## src/rtl/mole_sequencer_if.sv

```systemverilog
// Signal bundle between the round engine and its surroundings: settings and
// keypad hits flow in, the light vector and round counters flow out.
interface mole_sequencer_if #(
    parameter int NUM_LIGHTS = 9,
    parameter int CNT_W      = 28
);
    logic                  start;
    logic [CNT_W-1:0]      light_between;
    logic [CNT_W-1:0]      light_on;
    logic [5:0]            total_points;
    logic                  deathmatch;
    logic                  hit_valid;
    logic [3:0]            hit_index;
    logic [NUM_LIGHTS-1:0] light_onehot;
    logic [3:0]            active_index;
    logic [5:0]            score;
    logic [5:0]            misses;
    logic [5:0]            flicks;
    logic                  busy;
    logic                  game_over;

    // Settings/keypad side: drives the controls, watches the round.
    modport master (
        output start, light_between, light_on, total_points, deathmatch,
               hit_valid, hit_index,
        input  light_onehot, active_index, score, misses, flicks, busy, game_over
    );

    // Sequencer side.
    modport slave (
        input  start, light_between, light_on, total_points, deathmatch,
               hit_valid, hit_index,
        output light_onehot, active_index, score, misses, flicks, busy, game_over
    );
endinterface

```

## src/rtl/mole_sequencer.sv

```systemverilog
// Whack-a-mole round engine: waits a gap, lights a pseudo-random light for a
// while, scores keypad hits against it and ends the round after the requested
// number of flicks (or on the first miss in deathmatch).
module mole_sequencer #(
    parameter int          NUM_LIGHTS = 9,
    parameter int          CNT_W      = 28,
    parameter logic [15:0] LFSR_SEED  = 16'hACE1
) (
    input logic              CLOCK_50,
    input logic              reset,
    mole_sequencer_if.slave  bus
);
    localparam logic [2:0] S_IDLE  = 3'd0;
    localparam logic [2:0] S_WAIT  = 3'd1;
    localparam logic [2:0] S_ON    = 3'd2;
    localparam logic [2:0] S_TALLY = 3'd3;
    localparam logic [2:0] S_DONE  = 3'd4;

    localparam logic [3:0] NL_4   = 4'(NUM_LIGHTS);
    localparam logic [3:0] LAST_4 = 4'(NUM_LIGHTS - 1);
    localparam logic [NUM_LIGHTS-1:0] ONE_HOT0 = {{(NUM_LIGHTS-1){1'b0}}, 1'b1};

    logic [2:0]            state_q, state_d;
    logic [CNT_W-1:0]      cnt_q, cnt_d;
    logic [15:0]           lfsr_q;
    logic [NUM_LIGHTS-1:0] light_q, light_d;
    logic [3:0]            idx_q, idx_d;
    logic [5:0]            score_q, score_d;
    logic [5:0]            misses_q, misses_d;
    logic [5:0]            flicks_q, flicks_d;
    logic [5:0]            total_q, total_d;
    logic [5:0]            flicksInc;
    logic [3:0]            rawIdx, pickIdx;
    logic                  hitOk, hitBad;

    function automatic logic [5:0] satInc(input logic [5:0] v);
        return (v == 6'd63) ? v : v + 6'd1;
    endfunction

    // Free-running 16-bit Fibonacci LFSR (taps 16,14,13,11) feeding light choice.
    always_ff @(posedge CLOCK_50 or posedge reset) begin
        if (reset) begin
            lfsr_q <= LFSR_SEED;
        end else begin
            lfsr_q <= {lfsr_q[14:0], lfsr_q[15] ^ lfsr_q[13] ^ lfsr_q[12] ^ lfsr_q[10]};
        end
    end

    // Fold the LFSR nibble onto the board and never repeat the previous light.
    always_comb begin
        rawIdx = lfsr_q[3:0];
        if (rawIdx >= NL_4) begin
            rawIdx = rawIdx - NL_4;
        end
        pickIdx = rawIdx;
        if (rawIdx == idx_q) begin
            pickIdx = (rawIdx == LAST_4) ? 4'd0 : rawIdx + 4'd1;
        end
    end

    assign hitOk     = bus.hit_valid && (bus.hit_index == idx_q);
    assign hitBad    = bus.hit_valid && (bus.hit_index != idx_q);
    assign flicksInc = satInc(flicks_q);

    // Round state machine: next state, counter reloads and score bookkeeping.
    always_comb begin
        state_d  = state_q;
        cnt_d    = cnt_q;
        light_d  = light_q;
        idx_d    = idx_q;
        score_d  = score_q;
        misses_d = misses_q;
        flicks_d = flicks_q;
        total_d  = total_q;
        case (state_q)
            S_IDLE, S_DONE: begin
                light_d = '0;
                if (bus.start) begin
                    score_d  = '0;
                    misses_d = '0;
                    flicks_d = '0;
                    total_d  = (bus.total_points == 6'd0) ? 6'd1 : bus.total_points;
                    cnt_d    = bus.light_between;
                    state_d  = S_WAIT;
                end
            end
            S_WAIT: begin
                light_d = '0;
                if (cnt_q == '0) begin
                    cnt_d   = bus.light_on;
                    idx_d   = pickIdx;
                    light_d = ONE_HOT0 << pickIdx;
                    state_d = S_ON;
                end else begin
                    cnt_d = cnt_q - 1'b1;
                end
            end
            S_ON: begin
                if (hitOk) begin
                    score_d = satInc(score_q);
                    light_d = '0;
                    state_d = S_TALLY;
                end else if (hitBad && bus.deathmatch) begin
                    misses_d = satInc(misses_q);
                    flicks_d = flicksInc;
                    light_d  = '0;
                    state_d  = S_DONE;
                end else if (cnt_q == '0) begin
                    misses_d = satInc(misses_q);
                    light_d  = '0;
                    if (bus.deathmatch) begin
                        flicks_d = flicksInc;
                        state_d  = S_DONE;
                    end else begin
                        state_d = S_TALLY;
                    end
                end else begin
                    cnt_d = cnt_q - 1'b1;
                end
            end
            S_TALLY: begin
                light_d  = '0;
                flicks_d = flicksInc;
                if (flicksInc == total_q) begin
                    state_d = S_DONE;
                end else begin
                    cnt_d   = bus.light_between;
                    state_d = S_WAIT;
                end
            end
            default: begin
                light_d = '0;
                state_d = S_IDLE;
            end
        endcase
    end

    // Round state registers; reset abandons any round in progress.
    always_ff @(posedge CLOCK_50 or posedge reset) begin
        if (reset) begin
            state_q  <= S_IDLE;
            cnt_q    <= '0;
            light_q  <= '0;
            idx_q    <= '0;
            score_q  <= '0;
            misses_q <= '0;
            flicks_q <= '0;
            total_q  <= 6'd1;
        end else begin
            state_q  <= state_d;
            cnt_q    <= cnt_d;
            light_q  <= light_d;
            idx_q    <= idx_d;
            score_q  <= score_d;
            misses_q <= misses_d;
            flicks_q <= flicks_d;
            total_q  <= total_d;
        end
    end

    assign bus.light_onehot = light_q;
    assign bus.active_index = idx_q;
    assign bus.score        = score_q;
    assign bus.misses       = misses_q;
    assign bus.flicks       = flicks_q;
    assign bus.busy         = (state_q == S_WAIT) || (state_q == S_ON) || (state_q == S_TALLY);
    assign bus.game_over    = (state_q == S_DONE);
endmodule

```

## src/flat_wrapper.sv

```systemverilog
// flat-port wrapper written by rule: the top's interface ports become plain ports
module mole_sequencer_flat 
#(
    parameter int          NUM_LIGHTS = 9,
    parameter int          CNT_W      = 28,
    parameter logic [15:0] LFSR_SEED  = 16'hACE1
)
  (CLOCK_50, reset, bus_start, bus_light_between, bus_light_on, bus_total_points, bus_deathmatch, bus_hit_valid, bus_hit_index, bus_light_onehot, bus_active_index, bus_score, bus_misses, bus_flicks, bus_busy, bus_game_over);
  mole_sequencer_if #(.NUM_LIGHTS(NUM_LIGHTS), .CNT_W(CNT_W)) bus_i ();
  input logic CLOCK_50;
  input logic reset;
  input wire logic [$bits(bus_i.start)-1:0] bus_start;
  input wire logic [$bits(bus_i.light_between)-1:0] bus_light_between;
  input wire logic [$bits(bus_i.light_on)-1:0] bus_light_on;
  input wire logic [$bits(bus_i.total_points)-1:0] bus_total_points;
  input wire logic [$bits(bus_i.deathmatch)-1:0] bus_deathmatch;
  input wire logic [$bits(bus_i.hit_valid)-1:0] bus_hit_valid;
  input wire logic [$bits(bus_i.hit_index)-1:0] bus_hit_index;
  output wire logic [$bits(bus_i.light_onehot)-1:0] bus_light_onehot;
  output wire logic [$bits(bus_i.active_index)-1:0] bus_active_index;
  output wire logic [$bits(bus_i.score)-1:0] bus_score;
  output wire logic [$bits(bus_i.misses)-1:0] bus_misses;
  output wire logic [$bits(bus_i.flicks)-1:0] bus_flicks;
  output wire logic [$bits(bus_i.busy)-1:0] bus_busy;
  output wire logic [$bits(bus_i.game_over)-1:0] bus_game_over;
  assign bus_i.start = bus_start;
  assign bus_i.light_between = bus_light_between;
  assign bus_i.light_on = bus_light_on;
  assign bus_i.total_points = bus_total_points;
  assign bus_i.deathmatch = bus_deathmatch;
  assign bus_i.hit_valid = bus_hit_valid;
  assign bus_i.hit_index = bus_hit_index;
  assign bus_light_onehot = bus_i.light_onehot;
  assign bus_active_index = bus_i.active_index;
  assign bus_score = bus_i.score;
  assign bus_misses = bus_i.misses;
  assign bus_flicks = bus_i.flicks;
  assign bus_busy = bus_i.busy;
  assign bus_game_over = bus_i.game_over;
  mole_sequencer #(.NUM_LIGHTS(NUM_LIGHTS), .CNT_W(CNT_W), .LFSR_SEED(LFSR_SEED)) u_core (.CLOCK_50(CLOCK_50), .reset(reset), .bus(bus_i));
endmodule
```

## config.mk

```make
export PLATFORM = sky130hd
export DESIGN_NAME = mole_sequencer_flat
export DESIGN_NICKNAME = d
export VERILOG_FILES = /design/src/rtl/mole_sequencer_if.sv /design/src/rtl/mole_sequencer.sv /design/src/flat_wrapper.sv
export SDC_FILE = /design/constraint.sdc
export NUM_CORES = 1
export LEC_CHECK = 0
export BUFFER_PORTS_ARGS = -buffer_cell sky130_fd_sc_hd__buf_2
export CORE_AREA = 2 2 102 104
export DETAILED_ROUTE_END_ITERATION = 8
export DIE_AREA = 0 0 104 106
export GPL_TIMING_DRIVEN = 0
export PLACE_DENSITY = 0.91
export SETUP_SLACK_MARGIN = 0.3
export SLEW_MARGIN = 20
export SYNTH_ARGS = -nofsm -noshare
export SYNTH_HDL_FRONTEND = slang
export SYNTH_SLANG_ARGS = --single-unit
```

## constraint.sdc

```tcl
create_clock -name CLOCK_50 -period 3.1 [get_ports CLOCK_50]
set_input_delay 0.62 -clock CLOCK_50 [delete_from_list [all_inputs] [get_ports CLOCK_50]]
set_output_delay 0.62 -clock CLOCK_50 [all_outputs]
set_load 0.05 [all_outputs]
```

==> key figures, run 1 <==
Status
  – Status: completed

Critical path
  – Crit path largest cell delay: 0.48 ns
  – Crit Path Max Fanout: 10
  – WP data arrival: 3.02 ns
  – Crit-path cells: inv_1 > ha_1 > nor4b_2 > nor2b_2 > nand4b_4 > nor3_4 > buf_6 > a21oi_1 > o21a_1 > o31ai_1
  – Critical path's slowest cell: nor3_4
  – Setup CP Type: reg -> reg
  – CP Capture Type: register
  – CP Launch Type: register
  – CP required: 3.36 ns

STA
  – Setup violators final: 0
  – Final Max Tran Viols: 0
  – Layout Skew: 0.0177 ns
  – Final Worst Setup Slack: 0.345 ns
  – Sum Neg Setup Slack: 0 ns
  – Final hold violations: 0
  – Period utilisation layout: 0.889
  – Fmax: 363 MHz
  – Rel. slew slack: 0.436
  – RSZ-0062 raised after global routing: false
  – Slew @ Worst Pin: 0.838 ns
  – Min Tclk post-route: 2.76 ns

Logic synthesis
  – Proportion of netlist area held by the largest area contributor: 0.347
  – EDFF count, synth: 0
  – Syn Inst Count: 613
  – Mapped Nets: 691
  – Ranking of synthesized cells by area: dfrtp_1, nand2_1, dfstp_2
  – Synth Register Bits: 84
  – Synth cell types: 78
  – Leading area contributor after synthesis: dfrtp_1
  – Syn Area/Cell: 8.83 um2
  – Sequential element share of the synthesized area: 0.391
  – Ys async rst share: 1.00
  – Yosys Warn Count: 0
  – Syn Std Cell Area: 0.00541 mm2
  – Main synth FF type: dfrtp_1

Drt
  – Vias per cell: 6.07
  – Final routed DRC violation total: 0
  – Total number of vias: 5315
  – Final wirelength: 15300 um
  – Post-DRT Antenna Nets: 0
  – Pre-antenna DRT Iters: 6
  – Iter 0 DRT Violations: 404
  – DR top layer: met4
  – Met2 Wirelength: 7520 um
  – Post-Route M1 WL: 6390 um
  – Routed length per instance: 17.5 um
  – WL met3: 1070 um

Placed design
  – Placed wire-length estimate: 10800 um
  – RePlAce Congestion: 0.959
  – Placement Setup Slack: 0.0282 ns
  – Port bufs: 102
  – DP Area: 0.00612 mm2

Hold path
  – Worst hold path type: in -> async

GRT
  – Tot GR Track Use: 0.275
  – Vias in the first global route: 5198
  – Antenna violations before repair: 0
  – First-pass GRT wire length: 24900 um
  – Largest net degree at the start of global routing: 60
  – Congestion Overflow GR: 0

Clock tree
  – H-tree level count: 3
  – Clk_lat worst skew: 0.38 ns
  – Hold Buf Count CTS: 0
  – Total clock sinks: 84
  – Clk slew on worst S/H paths: 0.10 ns
  – Max clock buf depth: 2
  – TritonCTS clock tree: built
  – Root buffer cell: clkbuf_8
  – Num CTS Buffers: 9

Flow run
  – Number of max-cap violations: 0

Layout
  – Final #Nets: 813
  – Fillers: 823
  – Design Area, Final: 0.00661 mm2
  – Share of cells above drive strength 1: 0.282
  – Area growth, synth to finish: 22.2%
  – Antenna cells: 0

Power
  – Cell area power density: 519 mW/mm2
  – Lkg Pwr: 2.96 nW
  – VDD IR max: 346 uV

Floorplanning
  – CORE AREA: 0.0100 mm2
  – IO Count: 104
  – Die footprint: 0.0110 mm2
  – Die Span Y: 106 um
  – Row cnt: 37
  – Die Width: 104 um
  – Initial core utilization: 0.541
## path summary, 6_finish.rpt
| kind | from | end | slack, ns | cells after the start |
|---|---|---|---|---|
| max reg2reg | u_core.cnt_q[0] | u_core.cnt_q[26] | 0.34 | 10 |
| max in group asynchronous | reset | u_core.lfsr_q[13] | 2.23 | 3 |
| min | reset | u_core.cnt_q[4] | 0.22 | 2 |
| max | u_core.cnt_q[0] | u_core.cnt_q[26] | 0.34 | 10 |
| min reg2reg | u_core.lfsr_q[4] | u_core.lfsr_q[5] | 0.35 | 0 |
| min in group CLOCK_50 | u_core.lfsr_q[4] | u_core.lfsr_q[5] | 0.35 | 0 |
## power by group
group          internal, W  switching, W  leakage (nW)
clock             0.000467      0.000463         0.117
sequential         0.00129      0.000278          1.07
combinational     0.000409      0.000528          1.77
total              0.00216       0.00127          2.96
## registers in the layout, summed over array words and instances (netlist names)
| signal | count |
|---|---|
| u_core.total_q | 6 |
| u_core.bus.flicks | 6 |
| u_core.lfsr_q | 16 |
| u_core.cnt_q | 28 |
| u_core.bus.misses | 6 |
| u_core.bus.light_onehot | 9 |
| u_core.bus.score | 6 |
| u_core.state_q | 3 |
| u_core.bus.active_index | 4 |
## logic make-up (layout without fill, tap and decap cells)
family	count (synthesis)	after routing	share of synthesized area
adders and majority gates	7	7	0.0162
AOI/OAI and AO/OA	185	185	0.241
muxes	5	5	0.00971
DFF	84	84	0.391
buffers and inverters	53	180	0.0449
xor gates and xnor gates	33	33	0.0548
and+or+nand+nor	246	246	0.243
## synthesized netlist by cell type (9+ instances only)
master and instances:
dfrtp_1 75, nand2_1 71, nor2_1 60, o21ai_0 32, a21oi_1 27, a211oi_1 25
o31ai_1 25, inv_1 17, nor3_1 17, xor2_1 17, clkbuf_1 16, xnor2_1 15
buf_2 14, nand3_1 14, nand2b_1 12, nand4_1 11, dfstp_2 9, o21a_1 9
## area by class of cell
cell class	instances	area [um2]	area share
flip-flops and latches	84	2110	0.320
multi-input cells	476	3240	0.490
well taps	136	170	0.0257
clock inverters	7	103	0.0155
repair buffers	111	598	0.0904
clock buffers	9	124	0.0187
inverters	17	66.3	0.0100
plain buffers	36	199	0.0301
## worst max-delay path: cells and delay by family, from the launching register on
kind,cells,cell delay (ns)
buffers and inverters,2,0.34
AOI/OAI and AO/OA,3,0.48
adders and majority gates,1,0.17
and+or+nand+nor,4,1.22
DFF,1,0.43
## metrics by stage
stage	util	std cells	hold slack, ns	total power (W)
CTS	0.639	868	0.230	0.00338
global placement	0.609	851	0.334	0.00240
detailed placement	0.612	852	0.338	0.00245
floorplan	-	613	0.331	0.00219
global route	0.661	876	0.250	0.00359
finish	0.661	876	0.221	0.00343
## placed cells by master (no fill, tap or decap), drive strengths merged, types with 8 or more instances in the layout
cell type,n
a211oi,27
a21oi,31
and2,8
buf,131
clkbuf,25
dfrtp,75
dfstp,9
inv,21
nand2,72
nand2b,13
nand3,15
nand4,12
nor2,61
nor2b,8
nor3,18
nor4,11
o21a,9
o21ai,42
o31ai,25
xnor2,16
xor2,17
## what timing repair did
action | CTS | global route
endpoints found under the setup margin | 15 | 41
resized for setup | 8 | 38
buffers inserted | 0 | 8
pin swaps | 1 | 7
## per-layer routing
layer,GRT usage,vias up
met5,0,-
met1,0.357,2572
li1,-,2468
met2,0.466,247
met3,0.0423,28
met4,0.106,0
Note: power is estimated with default switching activity, not from simulation.
==> run 2: changes to the inputs <==
Settings changed: CORE_AREA 2 2 102 104 to 2 2 113 115, DIE_AREA 0 0 104 106 to 0 0 115 117, PLACE_DENSITY 0.91 to 0.78.
==> run 2 against run 1 <==
Compared with the run above:
- register-to-register slack gained 0.02 ns
- clock power increased by 26%
- worst hold slack better by 0.061 ns
- die area is 22% higher
- total power grew 7.1%
- combinational power is essentially flat
- non-clock buffer count is 1 higher
- critical endpoint is now u_core.bus.light_onehot[1]
- largest cell class unchanged
==> key figures, run 2 (same netlist as run 1, synthesis figures left out) <==
GRT
  – Largest net degree at the start of global routing: 55
  – First-pass GRT wire length: 24000 um
  – Congestion Overflow GR: 0
  – Tot GR Track Use: 0.225
  – Vias in the first global route: 4712
  – Antenna violations before repair: 0

Power
  – Internal Dissipation: 0.00244 W
  – Lkg Pwr: 2.99 nW
  – Share of power burned in registers: 0.427
  – Final Power: 0.00368 W
  – P_sw: 0.00124 W
  – VDD IR max: 312 uV
  – Clock power frac: 0.319
  – Cell area power density: 548 mW/mm2
  – Logic pwr share: 0.255
  – Switching portion of total power: 0.336

Clock tree
  – Clk_lat worst skew: 0.35 ns
  – Root buffer cell: clkbuf_16
  – Clk slew on worst S/H paths: 0.06 ns
  – TritonCTS clock tree: built
  – Total clock sinks: 84
  – Max clock buf depth: 2
  – H-tree level count: 3
  – Num CTS Buffers: 9

Layout
  – Most common cell after layout, fill and taps aside: buf_2
  – Largest register by flop count: u_core.cnt_q
  – Design Area, Final: 0.00671 mm2
  – Final core occ: 0.545
  – Share of cells above drive strength 1: 0.273
  – Most frequent cells in the layout: buf_2, dfrtp_1, nand2_1
  – Antenna cells: 0
  – Fin cells: 891
  – Final #Nets: 814
  – Area growth, synth to finish: 24.1%
  – Largest register FFs: 28

Floorplanning
  – Row cnt: 41
  – CORE AREA: 0.0123 mm2
  – Die Span Y: 117 um
  – IO Count: 104
  – Die Width: 115 um
  – Initial core utilization: 0.439
  – Die footprint: 0.0135 mm2

Critical path
  – Crit Path Max Fanout: 10
  – WP data arrival: 2.99 ns
  – Reg2reg start: u_core.lfsr_q[0]
  – Setup CP Type: reg -> reg
  – CP Launch Type: register
  – CP Capture Type: register
  – Worst r2r dst: u_core.bus.light_onehot[1]
  – Reg2reg path depth: 11
  – Critical Path Sink: u_core.bus.light_onehot[1]
  – R2R Setup Slk: 0.36 ns
  – Critical path launch point: u_core.lfsr_q[0]
  – CP required: 3.36 ns

STA
  – Fmax: 366 MHz
  – Final Max Tran Viols: 0
  – Layout Skew: 0.00814 ns
  – RSZ-0062 raised after global routing: false
  – Setup violators final: 0
  – Slew @ Worst Pin: 0.776 ns
  – Sum Neg Setup Slack: 0 ns
  – Rel. slew slack: 0.479
  – Min Tclk post-route: 2.74 ns
  – Final hold violations: 0
  – Period utilisation layout: 0.882

Placed design
  – Port bufs: 102
  – Cells after DPL: 866
  – DP Area: 0.00614 mm2
  – RePlAce Congestion: 0.939
  – Placed wire-length estimate: 10800 um

Drt
  – Iter 0 DRT Violations: 404
  – Vias per cell: 5.71
  – Post-DRT Antenna Nets: 0
  – Pre-antenna DRT Iters: 5
  – Final wirelength: 15000 um
  – Total number of vias: 5092
  – Routed length per instance: 16.8 um
  – Final routed DRC violation total: 0

Flow run
  – Number of max-cap violations: 0

Status
  – Status: completed

Hold path
  – Worst hold path type: in -> async
## run 2: metrics by stage
stage	worst slack (ns)	hold WS, ns
after floorplan	0.330	0.331
after global placement	-0.778	0.336
after detailed placement	0.0571	0.340
after CTS	0.309	0.294
after global routing	0.262	0.321
final	0.365	0.281
## run 2: how the worst min path moves through the flow
stage                           startpoint                    endpoint  slack, ns  cells past startpoint
after global placement    u_core.lfsr_q[8]            u_core.lfsr_q[9]       0.34                      0
after detailed placement  u_core.lfsr_q[4]            u_core.lfsr_q[5]       0.34                      0
final                                reset           u_core.total_q[4]       0.28                      2
after global routing                 reset           u_core.total_q[4]       0.32                      2
after CTS                            reset  u_core.bus.active_index[2]       0.29                      2
after floorplan           u_core.lfsr_q[8]            u_core.lfsr_q[9]       0.33                      0
## run 2: final cells by class
class	instances	area, um2
multi-input combinational	476	3220
clock buffer	14	254
buffer	36	190
clock inverter	2	60.1
sequential	84	2110
inverter	17	66.3
fill	1118	5600
timing repair buffer	112	618
tap	150	188
## run 2: per-layer routing
metal | wire length (um) | up-vias | global-route usage
li1 | - | 2472 | -
met1 | 7040 | 2430 | 0.319
met2 | 6900 | 170 | 0.346
met3 | 740 | 20 | 0.0396
met4 | 333 | 0 | 0.0835
met5 | 0 | - | 0
## run 2: power groups by stage
stage               sequential (W)  combinational (W)  clock [W]
finish                     0.00157           0.000937    0.00117
global placement           0.00155           0.000863          0
CTS                        0.00154           0.000898    0.00119
floorplan                  0.00151           0.000680          0
detailed placement         0.00156           0.000895          0
global route               0.00160            0.00105    0.00124
## run 2: critical path, stage by stage, from the launching register on
cell and delay, ns:
dfstp_2 0.38, clkbuf_4 0.18, inv_2 0.10, ha_4 0.16
or3b_1 0.36, clkbuf_4 0.19, a21oi_4 0.23, o21ai_1 0.14
a211oi_2 0.28, a21o_1 0.18, nand4_2 0.18, o31ai_1 0.24
## run 2: what timing repair did
item | 4_1_cts | 5_1_grt
buffers inserted | 2 | 7
resized for setup | 12 | 25
endpoints found under the setup margin | 21 | 47
pin swaps | 3 | 5
hold buffers | 0 | 0
==> run 3: changes to the inputs <==
Settings changed: CAP_MARGIN set to 10.
Clock period 3.1 ns to 3.4 ns, I/O delays scaled along.
==> run 3 against run 2 <==
Compared with the run above:
- register-to-register slack gained 0.17 ns
- first-iteration DRC count is 5.7% higher
- clock-buffer cell count stayed put
- combinational power shrank 12%
- clock skew is 0.0018 ns lower
- sequential cell count unchanged
- worst setup slack better by 0.17 ns
- final cell count down 0.90%
- non-clock buffer count fell by 8
- critical path type unchanged
==> key figures, run 3 (same netlist as run 1, synthesis figures left out) <==
Status
  – Status: completed

Critical path
  – Critical path's slowest cell: dfstp_2
  – Setup CP Type: reg -> reg
  – WP data arrival: 3.12 ns
  – Crit-path cells: clkbuf_2 > inv_1 > ha_2 > or3b_1 > buf_2 > and3_1 > nor2_2 > o2111ai_1 > a22oi_2 > nand4_2 > o31ai_1
  – CP Capture Type: register
  – Crit path largest cell delay: 0.38 ns
  – Worst r2r dst: u_core.bus.light_onehot[3]
  – R2R Setup Slk: 0.53 ns
  – CP required: 3.65 ns
  – Critical Path Sink: u_core.bus.light_onehot[3]
  – Critical path launch point: u_core.lfsr_q[0]
  – CP Launch Type: register
  – Reg2reg path depth: 11
  – Crit Path Max Fanout: 10
  – Reg2reg start: u_core.lfsr_q[0]

STA
  – Final Max Tran Viols: 0
  – Fmax: 349 MHz
  – Layout Skew: 0.00633 ns
  – RSZ-0062 raised after global routing: true
  – Min Tclk post-route: 2.87 ns
  – Setup violators final: 0
  – Final Worst Setup Slack: 0.531 ns
  – Rel. slew slack: 0.380
  – Min Hold Slack: 0.343 ns
  – Slew @ Worst Pin: 0.921 ns
  – Period utilisation layout: 0.844
  – Final hold violations: 0

Clock tree
  – Num CTS Buffers: 9
  – Clk slew on worst S/H paths: 0.06 ns
  – TritonCTS clock tree: built
  – Max clock buf depth: 2
  – Clk_lat worst skew: 0.35 ns
  – Root buffer cell: clkbuf_16
  – Total clock sinks: 84
  – Hold Buf Count CTS: 0
  – H-tree level count: 3

Power
  – Final Power: 0.00330 W
  – Lkg Pwr: 2.91 nW
  – VDD IR max: 282 uV
  – Cell area power density: 508 mW/mm2

Layout
  – Register area: 0.00211 mm2
  – Final core occ: 0.527
  – Most common cell after layout, fill and taps aside: buf_2
  – Most frequent cells in the layout: buf_2, dfrtp_1, nand2_1
  – Design Area, Final: 0.00649 mm2
  – Fillers: 1146
  – Final #Nets: 806
  – Largest register FFs: 28
  – Multi-input gate area: 0.00307 mm2
  – Share of cells above drive strength 1: 0.241
  – Area growth, synth to finish: 20.0%
  – Antenna cells: 0
  – Largest register by flop count: u_core.cnt_q

Floorplanning
  – Die Width: 115 um
  – Die footprint: 0.0135 mm2
  – Row cnt: 41
  – Die Span Y: 117 um
  – IO Count: 104
  – CORE AREA: 0.0123 mm2
  – Initial core utilization: 0.439

Drt
  – Routed length per instance: 16.4 um
  – Vias per cell: 5.68
  – Post-DRT Antenna Nets: 0
  – Iter 0 DRT Violations: 427
  – Pre-antenna DRT Iters: 5
  – Total number of vias: 5012
  – Final routed DRC violation total: 0
  – Final wirelength: 14500 um

Hold path
  – Worst hold path type: in -> async

Placed design
  – RePlAce Congestion: 0.939
  – Placed wire-length estimate: 10800 um
  – DP Area: 0.00614 mm2
  – Port bufs: 102
  – Placement Setup Slack: 0.357 ns

Flow run
  – Number of max-cap violations: 0

GRT
  – First-pass GRT wire length: 23700 um
  – Tot GR Track Use: 0.223
  – Largest net degree at the start of global routing: 55
  – Vias in the first global route: 4697
  – Congestion Overflow GR: 0
  – Antenna violations before repair: 0
## run 3: timing repair
| item | in CTS | in global routing |
|---|---|---|
| resized for setup | 0 | 5 |
| buffers inserted | 0 | 1 |
| endpoints found under the setup margin | 0 | 29 |
| endpoints found under the hold margin | 0 | 0 |
## run 3: cell type report
type                       count  area share
clock inverter                 2     0.00925
timing repair buffer         104      0.0860
multi-input combinational    476       0.473
clock buffer                  14      0.0391
buffer                        36      0.0278
tap                          150      0.0289
inverter                      17      0.0102
sequential                    84       0.326
## run 3: where the power goes
part,switching (W),internal (W)
Clock,0.000398,0.000665
Combinational,0.000460,0.000361
Sequential,0.000237,0.00118
## run 3: worst min-delay path by stage
stage,endpoint,cells after the start
2_1_floorplan,u_core.lfsr_q[9],0
5_1_grt,u_core.lfsr_q[7],0
6_report,u_core.total_q[4],2
4_1_cts,u_core.bus.active_index[2],2
3_3_place_gp,u_core.lfsr_q[9],0
3_5_place_dp,u_core.lfsr_q[5],0
## run 3: stage by stage
stage | std cells | TNS, ns
after floorplan | 613 | 0
after global placement | 865 | -39.96
after detailed placement | 866 | 0
after CTS | 882 | 0
after global routing | 883 | 0
final | 883 | 0
## run 3: per-layer routing
layer	vias to the layer above	track usage	routed length, um
li1	2458	-	-
met4	0	0.0803	294
met5	-	0	0
met3	19	0.0438	683
met1	2398	0.313	6870
met2	137	0.344	6670
## run 3: critical path: cells and delay by family (launching register included)
kind / cells / cell delay (ns)
AO/OA/AOI/OAI: 3 / 0.62
adder cells (fa/ha/maj): 1 / 0.26
buffers and inverters: 3 / 0.48
flip-flops: 1 / 0.38
AND/OR/NAND/NOR: 4 / 1.05
